## src/rtl/onchip_mem_arbiter.sv

```systemverilog
// onchip_mem_arbiter: two-master round-robin arbiter in front of a single-port
// on-chip RAM (1-cycle read latency). The winner of each cycle is accepted with
// zero wait and drives the RAM directly. A registered {valid, owner} tag steers
// the returning read data to the master that issued the read.
// Optional feature macro: ONCHIP_MEM_ARBITER_RANGE_CHECK_EN. It blocks accesses
// at or above DEPTH and returns 32'hDEADBEEF for such reads. It also provides a
// sticky range_err output.
module onchip_mem_arbiter #(
  parameter int ADDR_W = 13,
  parameter int DATA_W = 32,
  parameter int DEPTH  = 5120
) (
  input  logic                  clk,
  input  logic                  reset_n,
  input  logic [ADDR_W-1:0]     m0_address,
  input  logic                  m0_read,
  input  logic                  m0_write,
  input  logic [DATA_W/8-1:0]   m0_byteenable,
  input  logic [DATA_W-1:0]     m0_writedata,
  output logic                  m0_waitrequest,
  output logic [DATA_W-1:0]     m0_readdata,
  output logic                  m0_readdatavalid,
  input  logic [ADDR_W-1:0]     m1_address,
  input  logic                  m1_read,
  input  logic                  m1_write,
  input  logic [DATA_W/8-1:0]   m1_byteenable,
  input  logic [DATA_W-1:0]     m1_writedata,
  output logic                  m1_waitrequest,
  output logic [DATA_W-1:0]     m1_readdata,
  output logic                  m1_readdatavalid,
  output logic [ADDR_W-1:0]     ram_address,
  output logic [DATA_W/8-1:0]   ram_byteenable,
  output logic                  ram_chipselect,
  output logic                  ram_write,
  output logic [DATA_W-1:0]     ram_writedata,
  output logic                  ram_clken,
  input  logic [DATA_W-1:0]     ram_readdata
`ifdef ONCHIP_MEM_ARBITER_RANGE_CHECK_EN
  ,
  output logic                  range_err
`endif
);

  localparam int BE_W = DATA_W / 8;

  logic              req0;
  logic              req1;
  logic              grant0;
  logic              grant1;
  logic              acc_valid;
  logic              acc_write;
  logic              acc_read;
  logic              acc_oor;
  logic [ADDR_W-1:0] sel_address;
  logic [BE_W-1:0]   sel_byteenable;
  logic [DATA_W-1:0] sel_writedata;
  logic [DATA_W-1:0] ret_data;

  // last_grant_reg = 1 means m1 won most recently, so m0 wins the next tie
  logic last_grant_reg;
  logic tag_valid_reg;
  logic tag_owner_reg;

  // Arbitration: a lone requester wins; on a tie the non-last winner wins.
  // Holding reset low suppresses every grant, so all masters see waitrequest.
  always_comb begin
    req0   = m0_read | m0_write;
    req1   = m1_read | m1_write;
    grant0 = reset_n & req0 & (~req1 | last_grant_reg);
    grant1 = reset_n & req1 & ~grant0;
  end

  // Mux the winning master onto the RAM-side request fields
  always_comb begin
    sel_address    = '0;
    sel_byteenable = '0;
    sel_writedata  = '0;
    acc_write      = 1'b0;
    if (grant0) begin
      sel_address    = m0_address;
      sel_byteenable = m0_byteenable;
      sel_writedata  = m0_writedata;
      acc_write      = m0_write;
    end else if (grant1) begin
      sel_address    = m1_address;
      sel_byteenable = m1_byteenable;
      sel_writedata  = m1_writedata;
      acc_write      = m1_write;
    end
    acc_valid = grant0 | grant1;
    // Read and write both high counts as a write with no read return
    acc_read  = acc_valid & ~acc_write;
  end

`ifdef ONCHIP_MEM_ARBITER_RANGE_CHECK_EN
  logic tag_oor_reg;
  logic range_err_reg;

  // An access at or beyond DEPTH is acknowledged but kept off the RAM
  always_comb begin
    acc_oor = acc_valid & (32'(sel_address) >= 32'(DEPTH));
  end

  // Remember whether the read in flight was blocked; range_err is sticky
  always_ff @(posedge clk or negedge reset_n) begin
    if (!reset_n) begin
      tag_oor_reg   <= 1'b0;
      range_err_reg <= 1'b0;
    end else begin
      tag_oor_reg <= acc_read & acc_oor;
      if (acc_oor) begin
        range_err_reg <= 1'b1;
      end
    end
  end

  // A blocked read returns a recognisable poison word
  always_comb begin
    ret_data  = tag_oor_reg ? DATA_W'(32'hDEADBEEF) : ram_readdata;
    range_err = range_err_reg;
  end
`else
  // Without range checking, every address goes straight to the RAM (aliasing)
  always_comb begin
    acc_oor  = 1'b0;
    ret_data = ram_readdata;
  end
`endif

  // RAM drive happens in the accept cycle; fields are zeroed when nobody wins
  always_comb begin
    ram_address    = sel_address;
    ram_byteenable = sel_byteenable;
    ram_writedata  = sel_writedata;
    ram_chipselect = acc_valid & ~acc_oor;
    ram_write      = acc_write & ~acc_oor;
    ram_clken      = 1'b1;
  end

  // Tag each accepted read with its owner; advance the round-robin pointer
  always_ff @(posedge clk or negedge reset_n) begin
    if (!reset_n) begin
      tag_valid_reg  <= 1'b0;
      tag_owner_reg  <= 1'b0;
      last_grant_reg <= 1'b1;
    end else begin
      tag_valid_reg <= acc_read;
      if (acc_read) begin
        tag_owner_reg <= grant1;
      end
      if (acc_valid) begin
        last_grant_reg <= grant1;
      end
    end
  end

  // Master-side responses: both buses share the data, valid picks the owner
  always_comb begin
    m0_waitrequest   = ~grant0;
    m1_waitrequest   = ~grant1;
    m0_readdata      = ret_data;
    m1_readdata      = ret_data;
    m0_readdatavalid = tag_valid_reg & ~tag_owner_reg;
    m1_readdatavalid = tag_valid_reg & tag_owner_reg;
  end

endmodule

```

## config.mk

```make
export PLATFORM = sky130hd
export DESIGN_NAME = onchip_mem_arbiter
export DESIGN_NICKNAME = d
export VERILOG_FILES = /design/src/rtl/onchip_mem_arbiter.sv
export SDC_FILE = /design/constraint.sdc
export NUM_CORES = 1
export LEC_CHECK = 0
export CELL_PAD_IN_SITES_DETAIL_PLACEMENT = 0
export CELL_PAD_IN_SITES_GLOBAL_PLACEMENT = 1
export CORE_UTILIZATION = 10
export DETAILED_ROUTE_END_ITERATION = 8
export PLACE_DENSITY = 0.91
export SLEW_MARGIN = 25
export SYNTH_ARGS = -nofsm -noshare
export SYNTH_HDL_FRONTEND = slang
export SYNTH_SLANG_ARGS = --single-unit
export TNS_END_PERCENT = 1
```

## constraint.sdc

```tcl
create_clock -name clk -period 1.8 [get_ports clk]
set_input_delay 0.36 -clock clk [delete_from_list [all_inputs] [get_ports clk]]
set_output_delay 0.36 -clock clk [all_outputs]
set_load 0.05 [all_outputs]
```

Yosys cells after proc, flatten, opt, wreduce, memory -nomap -nowiden
Cells that the tools add are included.
Cells by class
  multiplexer cells: 8
  bitwise logic cells: 16
Operators with widths (count)
  32-bit two-way mux: 2
  13-bit two-way mux: 2
  4-bit two-way mux: 2
  1-bit bitwise AND: 7
  1-bit inverter: 5
  1-bit OR: 4
  1-bit two-way mux: 2
Word-level totals
  bits in registers: 3
  input port bits: 136
  output and inout bits: 120

Logic depth before layout (Yosys ltp)
Gate-level depths: netlist of run 1.
  depth in word-level cells: 10
  depth in mapped cells: 6
  depth with buffers taken out: 4

Least setup slack after synthesis of run 1
OpenSTA, ideal clock, no wires.
  path type: register to output
  start point: register last_grant_reg
  end point: output port ram_address[0]
  setup slack: 7 ps
  arrival time: 1433 ps
  path buffers: 2
  cell stages (with the launch flop): 5
  data required time: 1440 ps
  cell sequence: dfstp_2 > o221a_1 > buf_2 > buf_2 > a22o_1
On the way
  longest elaborated chain between the ends: 6
RTL lines
  start, declared: line 60  | logic last_grant_reg;
  start signal, assigned: line 152  | last_grant_reg <= grant1;
  1-bit OR *: line 69  | grant0 = reset_n & req0 & (~req1 | last_grant_reg);
  1-bit bitwise AND *: line 69
  1-bit inverter: line 70  | grant1 = reset_n & req1 & ~grant0;
  1-bit bitwise AND: line 70
  13-bit two-way mux: line 84  | end else if (grant1) begin
  13-bit two-way mux *: line 79  | if (grant0) begin
  end, declared: line 31  | output logic [ADDR_W-1:0] ram_address,
Mark *: on every way between the ends. The rest lies on a longest branch, timed or not.

Worst setup path after layout of run 1
  start point: register last_grant_reg
  end point: output port ram_address[7]
The elaborated chain is that of the path after synthesis.

==> run metrics, run 1 <==
status finished, violations left; failing checks design-rule violations, negative setup slack; CP Launch Type register; die width 112.2 um; Die ar. 12580 um2; core box area 11610 um2; origin of the worst setup path last_grant_reg; max-slew violation count 0; Row Count 39; asr flop ratio synth 1.000; CTS sink count 3; Final Hold Vio Count 0; height of the die 112.2 um; Cells after DPL 382; largest net degree at the start of global routing 32; Ys Warns 0; Detailed Routing Iterations Pass 1 8; CP arrival 1.78 ns; clock buffer depth 2; Ports 256; LEAKAGE 0.001514 uW; fill cell count 1138; mapped cell area 1214 um2; vias per inst 3.868; WL per Instance 19.61 um; worst min-delay path class input port to async pin; clock skew 0.004155 ns; syn avg cell area 8.200 um2; layout net count 389; initial antenna violation count 0; Period Utilization, post-route 1.191; initial core utilization 0.1045; layout cells sized above 1 0.4722; vias in the first global route 1774; GRT Total Usage 0.1173; vias 1528; Distinct cells, synth 21; antenna-violating nets left 0; area leader, netlist buf_4; Pwr Total 2223 uW; area grow syn2layout 196.8%; Post-synth EDFFs 0; Synth Register Bits 3; number of hold buffers added after CTS 0; minimum clock period 2.144 ns; Top FF cell, synth dfrtp_1; CP Class register to primary output; # setup viols final 52; RePlAce Congestion 0.6997; CTS Buf Count 3; Synth area leaders buf_4, a22o_1, buf_6; worst-skew pair later-pin latency 0.22 ns; final core area utilization 0.3102; CP required 1.44 ns; global-route wire length before repair 11.07 mm; Syn Nets 284; PwrDens 617.3 nW/um2; CTS tree done; Inserted Diodes 0; Detailed Place HPWL 5.829 mm; peak supply drop 0.0003037 V; Max Freq 466.5 MHz; Yosys top cell area share 0.4021; Max-Cap Viols 0; register area share after synthesis 0.06289; I/O Buffers 158; CTS clk-pin slew, worst paths 0.03 ns; Gate Count Post-Synth 148; routed wire length 7.746 mm; RSZ-0062 raised after global routing yes; initial drt markers 69; Reg2Reg Launch Point last_grant_reg; gr ovfl total 0; # H-tree levels 1; fin worst setup slack -0.3435 ns; DRC viols 15; fin cells 395; CP Max Fanout 8; endpoint type of the worst setup path primary output; Root Driver clkbuf_16
==> per-layer routing <==
| metal | vias to the layer above | share of wire | routed length (um) | track usage |
|---|---|---|---|---|
| li1 | 686 | - | - | - |
| met1 | 718 | 0.38 | 2959 | 0.1319 |
| met2 | 102 | 0.51 | 3970 | 0.2157 |
| met3 | 22 | 0.086 | 667 | 0.03294 |
| met4 | 0 | 0.019 | 148 | 0.03200 |
| met5 | - | 0 | 0 | 0 |
==> stage by stage <==
stage / setup WS (ns) / cell area [um2] / setup TNS, ns / hold WS, ns
5_1_grt: -0.3757 / 3602 / -18.21 / 0.2416
3_3_place_gp: -0.3834 / 3003 / -18.31 / 0.5189
2_1_floorplan: 0.006756 / 1214 / 0 / 0.06441
3_5_place_dp: -0.3979 / 3003 / -19.17 / 0.5372
4_1_cts: -0.3507 / 3572 / -16.70 / 0.2375
6_report: -0.3435 / 3602 / -16.38 / 0.2454
==> power by group <==
| part | switching [uW] | internal (uW) |
|---|---|---|
| clock | 59.7 | 292 |
| sequential | 8.63 | 80.7 |
| combinational | 838 | 944 |
==> final cells by class <==
| class | instances | area (um2) | area share |
|---|---|---|---|
| inverters | 4 | 17.52 | 0.004863 |
| well taps | 143 | 178.9 | 0.04967 |
| multi-input cells | 64 | 857.1 | 0.2379 |
| clock buffers | 4 | 78.83 | 0.02188 |
| flip-flops and latches | 3 | 76.32 | 0.02119 |
| repair buffers | 177 | 2394 | 0.6645 |
==> logic make-up after synthesis <==
logic type      after synthesis  share of synthesized area
buf+inv                      81                     0.4948
other cells                   1                   0.003090
simple gates                  5                    0.02578
compound gates               57                     0.4041
flops                         3                    0.06289
mux                           1                   0.009278
==> worst paths after layout <==
check | to | slack (ns) | depth (start not counted)
min in group clk | tag_owner_reg | 0.55 | 1
hold reg to reg | tag_owner_reg | 0.55 | 1
hold / removal | tag_valid_reg | 0.25 | 2
setup / recovery | ram_address[7] | -0.34 | 6
setup reg to reg | tag_owner_reg | 0.23 | 5
max in group asynchronous | last_grant_reg | 1.36 | 2
==> cells in the mapped netlist (2+ instances only) <==
cell type and n:
dfrtp_1 2, buf_6 6, inv_1 4, buf_4 65, a22o_1 50, buf_2 6
==> cell usage in the layout (no fill, tap or decap), types with 2 or more instances in the layout <==
master / count
clkdlybuf4s50_1: 98
inv_1: 3
a22o_4: 36
buf_12: 56
dlygate4sd2_1: 4
buf_16: 5
a22o_1: 14
dfrtp_1: 2
clkbuf_16: 3
buf_4: 11
==> critical path, stage by stage (launching register included) <==
cell and delay [ns]:
dfstp_2 0.54, o21ai_2 0.06, and3b_2 0.24, buf_12 0.16
buf_16 0.15, a22o_4 0.26, buf_12 0.15
==> what timing repair did <==
item,CTS,global route
pin swaps,52,2
hold endpoints to repair,0,0
setup buffers,3,1
endpoints found under the setup margin,53,53
cloned,5,0
resized for setup,49,4
Note: power is estimated with default switching activity, not from simulation.
==> inputs of run 2 (changes only) <==
--- a/config.mk
+++ b/config.mk
@@ -8,6 +8,7 @@
 export CELL_PAD_IN_SITES_DETAIL_PLACEMENT = 0
 export CELL_PAD_IN_SITES_GLOBAL_PLACEMENT = 1
 export CORE_UTILIZATION = 10
+export CTS_CLUSTER_SIZE = 24
 export DETAILED_ROUTE_END_ITERATION = 8
 export PLACE_DENSITY = 0.91
 export SLEW_MARGIN = 25
==> results of run 2 <==
Final layout, timing and power as in run 1 (identical DEF).
